$ cat src/rtl/cap_clear_regs_seq.sv
// cap_clear_regs_seq: issues a 32-bit register clear mask to the regfile as quarter beats.
// CAP_CLEAR_SKIP_EMPTY_EN: when defined, quarters with an empty mask byte are skipped.
module cap_clear_regs_seq #(
    parameter int DATA_WIDTH = 64,
    parameter int ID_WIDTH   = 4
) (
    input  logic                  clk_i,
    input  logic                  rst_i,
    input  logic                  flush_i,
    input  logic                  req_valid_i,
    output logic                  req_ready_o,
    input  logic [31:0]           req_mask_i,
    input  logic [ID_WIDTH-1:0]   req_id_i,
    input  logic                  port_busy_i,
    output logic                  we_o,
    output logic                  clr_o,
    output logic [4:0]            waddr_o,
    output logic [DATA_WIDTH-1:0] wdata_o,
    output logic [7:0]            mask_o,
    output logic [1:0]            quarter_o,
    output logic                  done_o,
    output logic [ID_WIDTH-1:0]   done_id_o
);
    typedef enum logic [1:0] {IDLE, RUN, DONE} state_t;
    state_t              state;
    logic [31:0]         pend;
    logic [31:0]         pend_nxt;
    logic [31:0]         acc_mask;
    logic [1:0]          q;
    logic [ID_WIDTH-1:0] id;
`ifdef CAP_CLEAR_SKIP_EMPTY_EN
    function automatic logic [1:0] first_q(input logic [31:0] m);
        return (m[7:0] != 8'h00) ? 2'd0 : (m[15:8] != 8'h00) ? 2'd1 :
               (m[23:16] != 8'h00) ? 2'd2 : 2'd3;
    endfunction
`endif
    // x0 is hardwired zero, so it never takes part in a clear
    assign acc_mask    = req_mask_i & ~32'h1;
    assign pend_nxt    = pend & ~(32'hFF << {q, 3'b000});
    assign req_ready_o = (state == IDLE) && !flush_i;
    assign we_o        = (state == RUN) && !port_busy_i && !flush_i;
    assign clr_o       = we_o;
    assign mask_o      = we_o ? pend[{q, 3'b000} +: 8] : 8'h00;
    assign quarter_o   = we_o ? q : 2'd0;
    assign done_o      = (state == DONE) && !flush_i;
    assign done_id_o   = id;
    assign waddr_o     = 5'd0;
    assign wdata_o     = '0;
    always_ff @(posedge clk_i) begin
        if (rst_i) begin
            state <= IDLE;
            pend  <= '0;
            q     <= '0;
            id    <= '0;
        end else begin
            case (state)
                IDLE: if (req_valid_i && req_ready_o) begin
                    pend <= acc_mask;
                    id   <= req_id_i;
`ifdef CAP_CLEAR_SKIP_EMPTY_EN
                    q     <= first_q(acc_mask);
                    state <= (acc_mask == 32'h0) ? DONE : RUN;
`else
                    q     <= 2'd0;
                    state <= RUN;
`endif
                end
                RUN: if (flush_i) begin
                    state <= IDLE;
                    pend  <= '0;
                    q     <= '0;
                end else if (!port_busy_i) begin
                    pend <= pend_nxt;
`ifdef CAP_CLEAR_SKIP_EMPTY_EN
                    q <= first_q(pend_nxt);
                    if (pend_nxt == 32'h0) state <= DONE;
`else
                    q <= q + 2'd1;
                    if (q == 2'd3) state <= DONE;
`endif
                end
                default: begin
                    state <= IDLE;
                    pend  <= '0;
                    q     <= '0;
                end
            endcase
        end
    end
endmodule

$ cat config.mk
export PLATFORM = sky130hd
export DESIGN_NAME = cap_clear_regs_seq
export DESIGN_NICKNAME = d
export VERILOG_FILES = /design/src/rtl/cap_clear_regs_seq.sv
export SDC_FILE = /design/constraint.sdc
export NUM_CORES = 1
export LEC_CHECK = 0
export CAP_MARGIN = 20
export CORE_UTILIZATION = 42
export DETAILED_ROUTE_END_ITERATION = 8
export GPL_TIMING_DRIVEN = 1
export PLACE_DENSITY = 0.91
export SLEW_MARGIN = 40
export SYNTH_ARGS = -nofsm -noshare
export SYNTH_HDL_FRONTEND = slang
export SYNTH_SLANG_ARGS = --single-unit
$ cat constraint.sdc
create_clock -name clk_i -period 4.6 [get_ports clk_i]
set_input_delay 0.69 -clock clk_i [delete_from_list [all_inputs] [get_ports clk_i]]
set_output_delay 0.69 -clock clk_i [all_outputs]
set_load 0.02 [all_outputs]
==> results of run 1 <==
[layout make-up]
class	instances	area (µm²)
clock buffers	6	72.57
clock inverters	2	35.03
fillers	453	2481
inverters	5	18.77
multi-input cells	161	1139
flip-flops and latches	40	800.8
well taps	70	87.58
repair buffers	57	570.5
[synthesized netlist by cell type (2+ instances only)]
library cell	count
buf_4	70
dfxtp_1	40
a32o_1	30
and2_1	9
nor2_1	9
mux4_2	8
buf_2	6
nor2b_1	5
buf_6	4
ha_1	4
inv_1	4
mux2i_1	4
nand2b_1	3
o21ai_1	3
nor3_1	2
or3_1	2
[through the flow]
stage          instances  total power [µW]  area [µm²]  util (%)  worst slack (ps)
2_1_floorplan        287             527.5        2555         -              2180
3_3_place_gp         333             528.1        2609     50.12              1116
3_5_place_dp         333             533.3        2616     50.26              1057
4_1_cts              341             808.0        2724     52.33              1032
5_1_grt              341             838.4        2724     52.33             920.2
6_report             341             803.4        2724     52.33              1000
[worst max-delay path, cell delays in order]
cell and delay [ps]:
clkdlybuf4s50_1 590, nand2b_1 250, or3_1 390, inv_2 160
and2_1 180, clkdlybuf4s50_1 640
[per-layer routing]
layer	track usage, %	vias to the layer above	share of wire [%]
met5	0	-	0
met4	5.962	0	1.7
met3	4.551	10	6.0
met2	28.82	99	52
met1	18.90	769	40
li1	-	756	-
[kinds of logic after synthesis]
family / after synthesis / synth area share [%]
AOI/OAI and AO/OA: 41 / 16.70
xor gates and xnor gates: 1 / 0.3809
adders and majority gates: 4 / 2.176
buffers and inverters: 86 / 27.09
DFF: 40 / 34.82
muxes: 12 / 9.576
other: 1 / 0.1631
and+or+nand+nor: 34 / 9.086
[sequential cells by signal, indices dropped and copies added, names as in the netlist]
register / count
done_id_o: 4
pend: 32
q: 2
state: 2
[cells in the final DEF, fill, tap and decap left out, drive strengths merged, types with 5 or more instances in the layout]
| master | synthesis | layout |
|---|---|---|
| conb | 1 | 69 |
| clkdlybuf4s50 | 0 | 57 |
| dfxtp | 40 | 40 |
| a32o | 30 | 30 |
| nor2 | 9 | 9 |
| and2 | 9 | 9 |
| mux4 | 8 | 8 |
| clkbuf | 1 | 6 |
| nor2b | 5 | 5 |
| inv | 5 | 5 |
[worst max path at each step]
| stage | end | slack, ps | depth (start not counted) |
|---|---|---|---|
| final | mask_o[5] | 1000 | 6 |
| after detailed placement | mask_o[1] | 1060 | 6 |
| after global routing | mask_o[5] | 920 | 6 |
| after global placement | mask_o[1] | 1120 | 6 |
| after CTS | mask_o[5] | 1030 | 6 |
| after floorplan | mask_o[0] | 2180 | 5 |
[power breakdown]
part	internal (µW)	switching [µW]
combinational	59.6	91.3
clock	161	116
sequential	363	13.0
total	583	220
==> flow_summary.ini, run 1 <==
[run]
maxCapViolations = 0

[finish]
area_growth_pct = 18.44
num_antenna_cells = 0
drive_gt1_share_pct = 7.011
nNetsFinal = 315

[yosys]
synth_flop_cell = dfxtp_1
ys_types = 32
synthArstFlopShare_pct = 0
synth_top_area_cell = dfxtp_1
seq_area_frac_synth_pct = 34.82
synth_warnings = 0
synth-seq-cells = 40
synth_edf_count = 0
synth_area_mm2 = 0.002300
netlist_instances = 219
netlist_top_cells_area = dfxtp_1 (35%), buf_4 (23%), a32o_1 (13%), mux4_2 (7.8%), and2_1 (2.4%)
syn_avg_cell_area_um2 = 10.50
synth.top_cell.area_share_pct = 34.82

[timing]
worstMarginPinSlew_ps = 705.2
rsz0062_at_grt = false
clock_skew_ps = 3.256
finalSetupTns_ps = 0
slew_headroom_pct = 52.92
finalHoldViolCount = 0
finalSetupViolCount = 0
post-route-min-period_ps = 3600
slew_violations = 0
post-route-period-util_pct = 78.26
max_freq_mhz = 277.8
timing.hold.ws_ps = 488.2

[drt]
wire_per_inst_um = 13.42
dr_total_vias = 1634
postRouteAntennaNets = 0
routed_via_density = 4.792
first_pass_iters = 4
drt_iter0_markers = 36
routed_wl_um = 4575
drc = 0

[clock_tree]
cts.sinks = 40
clockBufferDepth = 2
clk_latency_ps = 290
cts-root-buf = clkbuf_8
cts_setup_buffers = 0
htreeDepth = 2
cts_resized = 0
cts_buffers = 5
hold_buffers = 0
cts_tree = done
path_clk_slew_ps = 70

[floorplanning]
num_rows = 26
initial_core_util_pct = 44.18
die-area_mm2 = 0.005775
die_h_um = 76.00
core_area_mm2 = 0.005205
die_width_um = 76.00
ioPinCount = 128

[setup_path]
endpoint_kind = output port
critPathKind = in2out
cp_max_fo = 10
required_ps = 3910
worstPathArrival_ps = 2910
critPathLaunchType = input pin
crit_path_start = flush_i
rrSetupSlack_ps = 2440
rr_startpoint = q[0]
r2r_end = pend[5]
r2r_cells = 5

[global_routing]
overflow = 0
grt_pass1_vias = 1503
antenna_found_initial = 0
grt_pass1_wl_um = 7389
track_usage_pct = 16.36
grt_max_degree = 32

[worst_hold_path]
hold_path.class = reg2reg
hold_depth = 1
hold_end = pend[0]
min_from = pend[0]

[power_and_ir_drop]
p_per_area_mw_per_mm2 = 295.0
p_leak_uw = 0.001101
irDropWorstVdd_uv = 236.5

[placement]
hpwl_um = 3565
port-buffer-count = 57
gp_congestion = 0.7727

[run_status]
status = complete, no violations
Note: power is estimated with default switching activity, not from simulation.
==> run 2: changes to the inputs <==
Settings changed: CORE_UTILIZATION 42 to 35, PLACE_DENSITY 0.91 to 0.82.
Clock period 4.6 ns to 3 ns, I/O delays scaled along.
==> flow_summary.ini, run 2 (synthesis results as in run 1) <==
[run_status]
status = complete, no violations

[drt]
dr_total_vias = 1656
routed_wl_um = 4693
drt_iter0_markers = 49
drc = 0
postRouteAntennaNets = 0
wire_per_inst_um = 13.29
routed_via_density = 4.691
first_pass_iters = 6

[clock_tree]
htreeDepth = 2
path_clk_slew_ps = 80
cts_buffers = 5
cts-root-buf = clkbuf_8
hold_buffers = 0
cts_resized = 0
clockBufferDepth = 2
clk_latency_ps = 300
cts_tree = done
cts.sinks = 40
cts_setup_buffers = 0

[setup_path]
critPathLaunchType = input pin
rr_startpoint = q[1]
cp_top_family = buffers and inverters
path_common_cell = clkdlybuf4s50_1
rrSetupSlack_ps = 930
cp_max_fo = 10
path_cells = clkdlybuf4s50_1 > nand2b_1 > or3_1 > inv_2 > and2_1 > clkdlybuf4s50_1
critPathKind = in2out
critical_path_depth = 6
worst_path_largest_cell_delay_ps = 610
path_buf_inv = 3
worstPathArrival_ps = 2390
required_ps = 2550
r2r_end = pend[15]
endpoint_kind = output port
r2r_cells = 5
cp_slowest_cell = clkdlybuf4s50_1

[finish]
mostFrequentLayoutCells = conb_1 (69), clkdlybuf4s50_1 (57), dfxtp_1 (40), a32o_1 (30)
nNetsFinal = 320
final_common_cell = conb_1
largest_register = pend
num_antenna_cells = 0
largest_reg_flops = 32
area_growth_pct = 20.46
drive_gt1_share_pct = 9.058
fin_area_mm2 = 0.002770

[timing]
finalSetupViolCount = 0
post-route-min-period_ps = 2843
finalHoldViolCount = 0
max_freq_mhz = 351.8
finalSetupTns_ps = 0
slew_headroom_pct = 44.15
worstMarginPinSlew_ps = 834.7
post-route-period-util_pct = 94.75
rsz0062_at_grt = false
slew_violations = 0
clock_skew_ps = 6.709

[worst_hold_path]
hold_path.class = reg2reg
hold_end = pend[0]
min_from = pend[0]
hold_depth = 1

[placement]
dpl-instance-area_mm2 = 0.002655
hpwl_um = 3446
port-buffer-count = 57
gp_congestion = 0.8135

[floorplanning]
initial_core_util_pct = 36.22
die_width_um = 83.06
ioPinCount = 128
die-area_mm2 = 0.006899
die_h_um = 83.06
num_rows = 29
core_area_mm2 = 0.006350

[power_and_ir_drop]
p_per_area_mw_per_mm2 = 453.2
irDropWorstVdd_uv = 312.4
p_leak_uw = 0.001125

[global_routing]
overflow = 0
grt_max_degree = 32
grt.busiest_layer = met2
grt_util_met3_pct = 2.883
use_met1_pct = 16.70
grt_pass1_wl_um = 7576
antenna_found_initial = 0
gr-usage-met2_pct = 23.99
grt_pass1_vias = 1547
track_usage_pct = 13.95

[run]
maxCapViolations = 0
## run 2: power by group
group / internal [µW] / switching, µW / total [µW]
Clock: 250 / 194 / 444
Sequential: 556 / 15.5 / 572
Combinational: 94.5 / 145 / 240
## run 2: layer usage
layer / vias to the layer above / routed length, µm
met3: 9 / 284
met4: 0 / 112
li1: 763 / -
met5: - / 0
met2: 100 / 2322
met1: 784 / 1974
## run 2: how the worst max path moves through the flow
| stage | start | endpoint | slack, ps |
|---|---|---|---|
| 6_report | flush_i | mask_o[3] | 160 |
| 5_1_grt | flush_i | mask_o[3] | 50 |
| 4_1_cts | flush_i | mask_o[3] | 140 |
| 3_5_place_dp | flush_i | mask_o[3] | 150 |
| 3_3_place_gp | flush_i | mask_o[3] | 180 |
| 2_1_floorplan | flush_i | mask_o[0] | 1060 |
## run 2: cell type report
cell class | instances | area (µm²)
clock inverters | 3 | 46.29
multi-input cells | 161 | 1131
flip-flops and latches | 40 | 800.8
well taps | 77 | 96.34
inverters | 5 | 18.77
repair buffers | 62 | 608.1
clock buffers | 5 | 68.82
fillers | 592 | 3580
## run 2: through the flow
step | cells | power, µW | setup slack, ps | hold WS [ps] | utilization [%]
6_report | 353 | 1255 | 157.4 | 492.9 | 43.63
5_1_grt | 353 | 1314 | 53.38 | 493.8 | 43.63
4_1_cts | 353 | 1264 | 143.3 | 489.0 | 43.63
3_5_place_dp | 345 | 822.3 | 147.3 | 477.2 | 41.81
3_3_place_gp | 345 | 817.6 | 176.6 | 462.9 | 41.81
2_1_floorplan | 287 | 808.9 | 1060 | 447.8 | -
## run 2: worst reg2reg max path, delay by kind of cell, from the launching register on
| family | cells | cell delay [ps] |
|---|---|---|
| AOI/OAI and AO/OA | 2 | 850 |
| DFF | 1 | 650 |
| adders and majority gates | 1 | 210 |
| buffers and inverters | 1 | 190 |
| and+or+nand+nor | 1 | 120 |
==> run 3: changes to the inputs <==
Settings changed: CAP_MARGIN 20 to unset.
==> results of run 3 <==
Final layout, timing and power as in run 2 (identical DEF).
